**src/rtl/xmit_pkt_gen_if.sv**
```systemverilog
// Beat stream between the packet generator and its sink.
// The generator drives data, control and valids. The sink returns ready.
interface xmit_pkt_gen_if #(
  parameter int unsigned DATA_W = 8,
  parameter int unsigned LEN_W  = 12
);
  logic [DATA_W-1:0]  f_data_in;
  logic               f_rec_data_valid;
  logic [2*LEN_W-1:0] f_ctrl_in;
  logic               f_rec_frame_valid;
  logic               f_hi_priority;
  logic               ready;

  modport master (
    output f_data_in, f_rec_data_valid, f_ctrl_in, f_rec_frame_valid, f_hi_priority,
    input  ready
  );

  modport slave (
    input  f_data_in, f_rec_data_valid, f_ctrl_in, f_rec_frame_valid, f_hi_priority,
    output ready
  );
endinterface

```
**src/rtl/xmit_pkt_gen.sv**
```systemverilog
// Packet-run generator. Each packet is framed by marker beats, with an optional indexed body.
// Packets of a run are separated by configurable idle gaps.
module xmit_pkt_gen #(
  parameter int unsigned        DATA_W     = 8,
  parameter int unsigned        LEN_W      = 12,
  parameter int unsigned        NUM_W      = 16,
  parameter int unsigned        MARK_BEATS = 4,
  parameter logic [DATA_W-1:0]  MARK_VAL   = '1
) (
  input  logic               clk_sys,
  input  logic               reset,
  input  logic               start,
  input  logic               abort,
  input  logic [LEN_W-1:0]   cfg_len,
  input  logic [NUM_W-1:0]   cfg_num,
  input  logic [7:0]         cfg_gap,
  input  logic               cfg_fill,
  input  logic [1:0]         cfg_prio,
  xmit_pkt_gen_if.master     bus,
  output logic               busy,
  output logic               done,
  output logic               err,
  output logic [NUM_W-1:0]   pkt_count
);

  localparam int unsigned        LW1    = LEN_W + 1;
  localparam logic [LEN_W:0]     MARK_L = LW1'(MARK_BEATS);

  typedef enum logic [1:0] {IDLE, PKT, GAP} state_t;

  state_t               state_q, state_d;
  logic [LEN_W-1:0]     beat_q, beat_d, len_q, len_d;
  logic [NUM_W-1:0]     num_q, num_d, cnt_d;
  logic [7:0]           gapc_q, gapc_d, gcnt_q, gcnt_d;
  logic                 fill_q, fill_d, alt_q, alt_d, hi_d;
  logic                 done_d, err_d, present;
  logic [LEN_W-1:0]     pidx, plen;
  logic                 pfill;

  // Marker beats sit at both ends; the extended compare avoids len < MARK_BEATS underflow
  function automatic logic [DATA_W-1:0] beat_word(input logic [LEN_W-1:0] idx,
                                                  input logic [LEN_W-1:0] len,
                                                  input logic             fill);
    logic [LEN_W:0] ix;
    ix = {1'b0, idx};
    if (ix < MARK_L || ix + MARK_L >= {1'b0, len}) beat_word = MARK_VAL;
    else if (fill)                                  beat_word = DATA_W'(idx);
    else                                            beat_word = '0;
  endfunction

  always_comb begin
    state_d = state_q;
    beat_d  = beat_q;
    len_d   = len_q;
    num_d   = num_q;
    gapc_d  = gapc_q;
    gcnt_d  = gcnt_q;
    fill_d  = fill_q;
    alt_d   = alt_q;
    hi_d    = bus.f_hi_priority;
    cnt_d   = pkt_count;
    done_d  = 1'b0;
    err_d   = 1'b0;
    present = 1'b0;
    pidx    = beat_q;
    plen    = len_q;
    pfill   = fill_q;

    if (abort) begin
      state_d = IDLE;
      hi_d    = 1'b0;
    end else begin
      unique case (state_q)
        IDLE: begin
          if (start) begin
            if (cfg_len == '0 || cfg_num == '0) begin
              err_d = 1'b1;
            end else begin
              state_d = PKT;
              len_d   = cfg_len;
              num_d   = cfg_num;
              gapc_d  = cfg_gap;
              fill_d  = cfg_fill;
              alt_d   = cfg_prio[1];
              hi_d    = cfg_prio[0];
              cnt_d   = '0;
              beat_d  = '0;
              present = 1'b1;
              pidx    = '0;
              plen    = cfg_len;
              pfill   = cfg_fill;
            end
          end
        end
        PKT: begin
          present = 1'b1;
          if (bus.ready) begin
            if (beat_q == len_q - LEN_W'(1)) begin
              cnt_d  = pkt_count + NUM_W'(1);
              beat_d = '0;
              pidx   = '0;
              if (cnt_d == num_q) begin
                state_d = IDLE;
                done_d  = 1'b1;
                present = 1'b0;
                hi_d    = 1'b0;
              end else begin
                hi_d = bus.f_hi_priority ^ alt_q;
                if (gapc_q != 8'd0) begin
                  state_d = GAP;
                  gcnt_d  = gapc_q;
                  present = 1'b0;
                end
              end
            end else begin
              beat_d = beat_q + LEN_W'(1);
              pidx   = beat_q + LEN_W'(1);
            end
          end
        end
        GAP: begin
          if (gcnt_q == 8'd1) begin
            state_d = PKT;
            present = 1'b1;
            pidx    = '0;
          end else begin
            gcnt_d = gcnt_q - 8'd1;
          end
        end
        default: state_d = IDLE;
      endcase
    end
  end

  always_ff @(posedge clk_sys or posedge reset) begin
    if (reset) begin
      state_q               <= IDLE;
      beat_q                <= '0;
      len_q                 <= '0;
      num_q                 <= '0;
      gapc_q                <= '0;
      gcnt_q                <= '0;
      fill_q                <= 1'b0;
      alt_q                 <= 1'b0;
      pkt_count             <= '0;
      busy                  <= 1'b0;
      done                  <= 1'b0;
      err                   <= 1'b0;
      bus.f_data_in         <= '0;
      bus.f_rec_data_valid  <= 1'b0;
      bus.f_ctrl_in         <= '0;
      bus.f_rec_frame_valid <= 1'b0;
      bus.f_hi_priority     <= 1'b0;
    end else begin
      state_q               <= state_d;
      beat_q                <= beat_d;
      len_q                 <= len_d;
      num_q                 <= num_d;
      gapc_q                <= gapc_d;
      gcnt_q                <= gcnt_d;
      fill_q                <= fill_d;
      alt_q                 <= alt_d;
      pkt_count             <= cnt_d;
      busy                  <= (state_d != IDLE);
      done                  <= done_d;
      err                   <= err_d;
      bus.f_data_in         <= present ? beat_word(pidx, plen, pfill) : '0;
      bus.f_rec_data_valid  <= present;
      bus.f_ctrl_in         <= (present && pidx == '0) ? {plen, plen} : '0;
      bus.f_rec_frame_valid <= present && pidx == '0;
      bus.f_hi_priority     <= hi_d;
    end
  end

endmodule

```
**src/flat_wrapper.sv**
```systemverilog
// flat-port wrapper written by rule: the top's interface ports become plain ports
module xmit_pkt_gen_flat 
#(
  parameter int unsigned        DATA_W     = 8,
  parameter int unsigned        LEN_W      = 12,
  parameter int unsigned        NUM_W      = 16,
  parameter int unsigned        MARK_BEATS = 4,
  parameter logic [DATA_W-1:0]  MARK_VAL   = '1
)
  (clk_sys, reset, start, abort, cfg_len, cfg_num, cfg_gap, cfg_fill, cfg_prio, busy, done, err, pkt_count, bus_f_data_in, bus_f_rec_data_valid, bus_f_ctrl_in, bus_f_rec_frame_valid, bus_f_hi_priority, bus_ready);
  xmit_pkt_gen_if #(.DATA_W(DATA_W), .LEN_W(LEN_W)) bus_i ();
  input  logic clk_sys;
  input  logic reset;
  input  logic start;
  input  logic abort;
  input  logic [LEN_W-1:0] cfg_len;
  input  logic [NUM_W-1:0] cfg_num;
  input  logic [7:0] cfg_gap;
  input  logic cfg_fill;
  input  logic [1:0] cfg_prio;
  output logic busy;
  output logic done;
  output logic err;
  output logic [NUM_W-1:0] pkt_count;
  output wire logic [$bits(bus_i.f_data_in)-1:0] bus_f_data_in;
  output wire logic [$bits(bus_i.f_rec_data_valid)-1:0] bus_f_rec_data_valid;
  output wire logic [$bits(bus_i.f_ctrl_in)-1:0] bus_f_ctrl_in;
  output wire logic [$bits(bus_i.f_rec_frame_valid)-1:0] bus_f_rec_frame_valid;
  output wire logic [$bits(bus_i.f_hi_priority)-1:0] bus_f_hi_priority;
  input wire logic [$bits(bus_i.ready)-1:0] bus_ready;
  assign bus_f_data_in = bus_i.f_data_in;
  assign bus_f_rec_data_valid = bus_i.f_rec_data_valid;
  assign bus_f_ctrl_in = bus_i.f_ctrl_in;
  assign bus_f_rec_frame_valid = bus_i.f_rec_frame_valid;
  assign bus_f_hi_priority = bus_i.f_hi_priority;
  assign bus_i.ready = bus_ready;
  xmit_pkt_gen #(.DATA_W(DATA_W), .LEN_W(LEN_W), .NUM_W(NUM_W), .MARK_BEATS(MARK_BEATS), .MARK_VAL(MARK_VAL)) u_core (.clk_sys(clk_sys), .reset(reset), .start(start), .abort(abort), .cfg_len(cfg_len), .cfg_num(cfg_num), .cfg_gap(cfg_gap), .cfg_fill(cfg_fill), .cfg_prio(cfg_prio), .bus(bus_i), .busy(busy), .done(done), .err(err), .pkt_count(pkt_count));
endmodule
```
**config.mk**
```make
export PLATFORM = sky130hd
export DESIGN_NAME = xmit_pkt_gen_flat
export DESIGN_NICKNAME = d
export VERILOG_FILES = /design/src/rtl/xmit_pkt_gen_if.sv /design/src/rtl/xmit_pkt_gen.sv /design/src/flat_wrapper.sv
export SDC_FILE = /design/constraint.sdc
export NUM_CORES = 1
export LEC_CHECK = 0
export ABC_AREA = 1
export CAP_MARGIN = 20
export CORE_ASPECT_RATIO = 0.9
export CORE_UTILIZATION = 60
export CTS_BUF_LIST = sky130_fd_sc_hd__clkbuf_16
export DETAILED_ROUTE_END_ITERATION = 8
export HOLD_SLACK_MARGIN = 0.05
export PLACE_DENSITY = 0.9
export RECOVER_POWER = 50
export SYNTH_ARGS = -nofsm -noshare
export SYNTH_HDL_FRONTEND = slang
export SYNTH_SLANG_ARGS = --single-unit
export TNS_END_PERCENT = 20
```
**constraint.sdc**
```tcl
create_clock -name clk_sys -period 8.3 [get_ports clk_sys]
set_input_delay 0.83 -clock clk_sys [delete_from_list [all_inputs] [get_ports clk_sys]]
set_output_delay 0.83 -clock clk_sys [all_outputs]
set_load 0.1 [all_outputs]
```
After elaboration in Yosys (flattened, before gate mapping)
Cells that the tools add are included. W data, S select, Z words.

$add $sub $neg: 5. Reduce and logical (&&, ||, !) cells: 17. Bitwise gates (word level): 3. Mux-type cells: 65. Equality and inequality tests: 16. Order comparisons: 2.

Operators with widths (number): $mux W12 (10); $mux W16 (4); $mux W8 (8); $pmux W12 S3 (1); $pmux W16 S2 (1); $mux W1 (27); $logic_not A12 Y1 (2); $mux W24 (1); $pmux W12 S2 (1); $add A16 B1 Y16 const B (1); $eq A16 B16 Y1 (1); $logic_not A16 Y1 (1); $mux W2 (8); $pmux W8 S2 (1); $add A12 B3 Y13 const B (1); $ge A13 B12 Y1 (1); $add A12 B1 Y12 const B (1); $eq A12 B12 Y1 (1); $lt A12 B3 Y1 const B (1); $sub A12 B1 Y12 const B (1); $ne A2 B2 Y1 const B (5); $ne A3 B3 Y1 const B (3); $eq A8 B1 Y1 const B (1); $reduce_bool A8 Y1 (1); other kinds (20) (25).

Word-level logic and storage cells: 125. Bits in registers: 114. Output and inout bits: 54. Input port bits: 44.

Logic depth before layout (Yosys ltp)
Depth in word-level cells: 11. Depth in mapped cells: 31. Mapped depth without buffers: 30.

Worst setup path after synthesis
No wires, ideal clock.

Path kind: input port to flip-flop. From: input cfg_num[13]. To: register u_core.bus.f_data_in[0]. Data required time: 8173 ps. Arrival time: 3699 ps. Buffers on the path: 0. Slack: 4473 ps. Stages on the path: 22. Library setup time: 127 ps. Cells stage by stage: nor4_1 > nand4_1 > nand2_1 > nor2_1 > o21ai_2 > nand2_1 > nand2_2 > ha_1 > nand3_1 > xor2_1 > inv_1 > ha_1 > a21oi_1 > nor2_1 > a2111oi_0 > o31ai_1 > nand3_1 > nand2_1 > nand2_1 > nand3_1 > nor2_4 > a21oi_1.

Longest elaborated chain between the ends: 11. Elaborated cells between the ends (all ways): 25. Classes of those cells: add/sub: 1; order compare: 2; mux: 19; reduce/logical: 3.

Ends and longest elaborated chain: start: declaration (line flat_wrapper.sv:17) `input logic [NUM_W-1:0] cfg_num;`; $logic_not A16 Y1 (*) (line xmit_pkt_gen.sv:76) `if (cfg_len == '0 || cfg_num == '0) begin`; $logic_or A1 B1 Y1 (*) (line xmit_pkt_gen.sv:76); $mux W12 (line xmit_pkt_gen.sv:76); $mux W12 (line xmit_pkt_gen.sv:75) `if (start) begin`; $pmux W12 S3 (line xmit_pkt_gen.sv:73) `unique case (state_q)`; $mux W12 (line xmit_pkt_gen.sv:69) `if (abort) begin`; $add A12 B3 Y13 (line xmit_pkt_gen.sv:46) `if (ix < MARK_L || ix + MARK_L >= {1'b0, len}) beat_word = MARK_VAL;`; $ge A13 B12 Y1 (line xmit_pkt_gen.sv:46); $logic_or A1 B1 Y1 (line xmit_pkt_gen.sv:46); $mux W8 (line xmit_pkt_gen.sv:46); $mux W8 (*) (line xmit_pkt_gen.sv:167) `bus.f_data_in <= present ? beat_word(pidx, plen, pfill) : '0;`; end signal: assignment (line xmit_pkt_gen.sv:167); end: declaration (line xmit_pkt_gen_if.sv:15) `output f_data_in, f_rec_data_valid, f_ctrl_in, f_rec_frame_valid, f_hi_priority,`.

Every way passes the cells marked *; elsewhere a longest branch is shown, timed or not. A chain may end at the register's enable or synchronous reset.

Worst setup path in the final report
From: input cfg_num[1]. To: register u_core.bus.f_data_in[5].

The elaborated chain is that of the path after synthesis.

==> reports/results.txt <==
Met2 Wirelength - 7560 µm
Mapped cell area - 6650 µm²
Synthesized flop and latch total - 102
Ys flop type - dfrtp_1
Cells after Synth - 879
Largest net degree at the start of global routing - 86
Vias/cell - 5.61
Sw Share - 41.1%
Num ports - 98
CTS tree - built
HPWL Detailed - 12400 µm
Class of the worst hold path - flop to flop
Vias - 6141
Vias in the first global route - 5708
DRT iter0 DRCs - 598
Met1 WL - 7580 µm
Post-synth EDFFs - 0
Ranking of synthesized cells by area - dfrtp_1 (38%), nand2_1 (11%), inv_1 (6.3%), nor2_1 (5.8%), xor2_1 (4.1%)
Synthesized area per cell - 7.56 µm²
DRC viols - 0
Max_slew headroom - 32.0%
Pwr Density - 215 nW/µm²
Row Count - 36
Max FO, Critical Path - 10
Sequential area share after synthesis - 38.4%
Avg WL per Cell - 15.4 µm
Final slew viol count - 0
MaxCap Viol Count - 0
RSZ-0062 raised after global routing - false
Final Setup Violations - 0
Global-route usage over all layers - 30.8%
Share of synthesized registers carrying an async set or reset - 100%
Net Sw Power - 696 µW
Met3 WL - 1460 µm
Layout cells sized above 1 - 10.8%
Initial core utilization - 61.5%
Post-cts sizing count - 0
Clk_lat worst skew - 0.37 ns
Synth area leader - dfrtp_1
Fmax - 209 MHz
Outcome - finished clean
CTS Root Cell - clkbuf_16
Core area - 10800 µm²
Worst EP required - 8.55 ns
CTS Hold Bufs - 0
TritonCTS Sinks - 102
Setup TNS - 0 ns
Reg clk slew, reported paths - 0.08 ns
Final wirelength - 16900 µm
Most instantiated cells after synthesis - nand2_1 (195), inv_1 (112), nor2_1 (103), dfrtp_1 (102), nand3_1 (41)
Net Count, Synth - 941
Routed Antenna Nets - 0
Global-route wire length before repair - 27400 µm
Post-route minimum period - 4.79 ns
Clock share of power - 24.6%
Die width - 113 µm
Buffers on Ports - 97
Top cell type's share of synthesized area - 38.4%
Crit Path Category - input port to flop
Die Height - 102 µm
CTS Buf Count - 9
Post-CTS Setup Inserts - 0
Comb pwr share - 36.3%
Synth unique cells - 51
Max clock buf depth - 2
Die Footprint - 11500 µm²
Data arrival, critical path - 5.04 ns
Fin Clk Skew - 0.0155 ns
Top-count cell post-synth - nand2_1
Initial antenna violation count - 0
Final core occ - 73.0%
Final cycle utilization of the critical path - 57.7%
Final hold vios - 0
Top sig layer - met4
Diodes inserted - 0
Leak pwr - 0.00386 µW
Fin nets - 1018
Synth Warn # - 0
Flop pwr share - 39.1%
Grt ovf - 0
Worst setup EP type - flop
H-tree depth - 3
Worst setup SP type - input port
Maximum vdd drop - 0.180 mV
Drt first pass iters - 6
Int Pwr - 997 µW
Least-Margin Pin Slew - 1.02 ns
RD Place Congestion - 0.913
Synth-to-Final Area Change - 18.6%
[path summary, 6_finish.rpt]
kind                             startpoint                 endpoint  slack, ns  cells after the start
min                        u_core.gcnt_q[5]         u_core.gcnt_q[5]       0.52                      2
max                              cfg_num[1]  u_core.bus.f_data_in[5]       3.51                     23
min reg2reg                u_core.gcnt_q[5]         u_core.gcnt_q[5]       0.52                      2
min in group asynchronous             reset         u_core.num_q[13]       1.00                      2
max reg2reg                 u_core.len_q[0]  u_core.bus.f_data_in[5]       3.92                     28
max in group asynchronous             reset          u_core.len_q[1]       5.79                      4
[worst max-delay path: stages]
cell and delay [ns]:
dlygate4sd3_1 0.56, nor4_1 0.55, nand4_1 0.18, nand2_1 0.11
nor2_1 0.08, o21ai_2 0.33, nand2_1 0.11, nand2_2 0.16
ha_1 0.25, nand3_1 0.11, xor2_1 0.14, inv_1 0.07
ha_1 0.30, a21oi_1 0.15, nor2_1 0.05, a2111oi_0 0.33
o31ai_1 0.13, nand3_1 0.08, nand2_1 0.05, nand2_1 0.05
nand3_1 0.11, nor2_4 0.18, a21oi_1 0.10
[cell type report]
| cell class | instances | area (µm²) |
|---|---|---|
| repair buffers | 101 | 1020 |
| multi-input cells | 620 | 3410 |
| fillers | 789 | 2920 |
| well taps | 133 | 166 |
| flip-flops and latches | 102 | 2550 |
| inverters | 122 | 459 |
| clock buffers | 9 | 225 |
| clock inverters | 7 | 56.3 |
[power by group through the flow]
stage          logic (µW)  clock network [µW]  registers (µW)
3_3_place_gp          586                   0             666
3_5_place_dp          602                   0             667
4_1_cts               609                 416             660
6_report              615                 416             662
5_1_grt               683                 438             674
2_1_floorplan         404                   0             708
[registers in the layout (all words and copies together), names as in the netlist]
name / cells
u_core.num_q: 16
u_core.pkt_count: 16
u_core.beat_q: 12
u_core.bus.f_ctrl_in: 12
u_core.len_q: 12
u_core.bus.f_data_in: 8
u_core.gapc_q: 8
u_core.gcnt_q: 8
u_core.state_q: 2
u_core.alt_q: 1
u_core.bus.f_hi_priority: 1
u_core.bus.f_rec_data_valid: 1
u_core.bus.f_rec_frame_valid: 1
u_core.busy: 1
u_core.done: 1
u_core.err: 1
u_core.fill_q: 1
[layer usage]
metal | global-route usage (%) | vias up
met5 | 0 | -
met4 | 8.20 | 0
met3 | 9.13 | 29
met2 | 48.5 | 269
met1 | 42.0 | 2854
li1 | - | 2989
[through the flow]
step	cell area [µm²]	hold slack, ns	instances	power [µW]	worst slack, ns
6_report	7890	0.523	1094	1690	3.51
4_1_cts	7870	0.527	1093	1690	3.70
5_1_grt	7890	0.561	1094	1800	3.17
3_5_place_dp	7580	0.509	1077	1270	3.32
2_1_floorplan	6650	0.475	879	1110	4.47
3_3_place_gp	7580	0.498	1077	1250	3.49
[logic make-up (layout without fill, tap and decap cells)]
kind of cell | after synthesis | after routing | share of synthesized area, %
simple gates | 443 | 443 | 30.8
buf+inv | 157 | 239 | 10.3
compound gates | 105 | 105 | 9.32
flops | 102 | 102 | 38.4
xor+xnor | 35 | 35 | 4.61
mux | 19 | 19 | 3.20
fa+ha+maj | 18 | 18 | 3.39
[cells in the final DEF (no fill, tap or decap), drive strengths merged, types with 4 or more instances in the layout]
| master | n |
|---|---|
| a21oi | 24 |
| a31oi | 13 |
| clkbuf | 10 |
| clkdlybuf4s50 | 72 |
| clkinv | 6 |
| dfrtp | 102 |
| dlygate4sd3 | 25 |
| ha | 18 |
| inv | 121 |
| mux2 | 18 |
| nand2 | 210 |
| nand3 | 44 |
| nand3b | 4 |
| nand4 | 26 |
| nor2 | 128 |
| nor3 | 7 |
| nor4 | 11 |
| o21ai | 45 |
| o22ai | 13 |
| or2 | 9 |
| xnor2 | 4 |
| xor2 | 31 |
No activity file was read; power rests on OpenSTA's default activity.
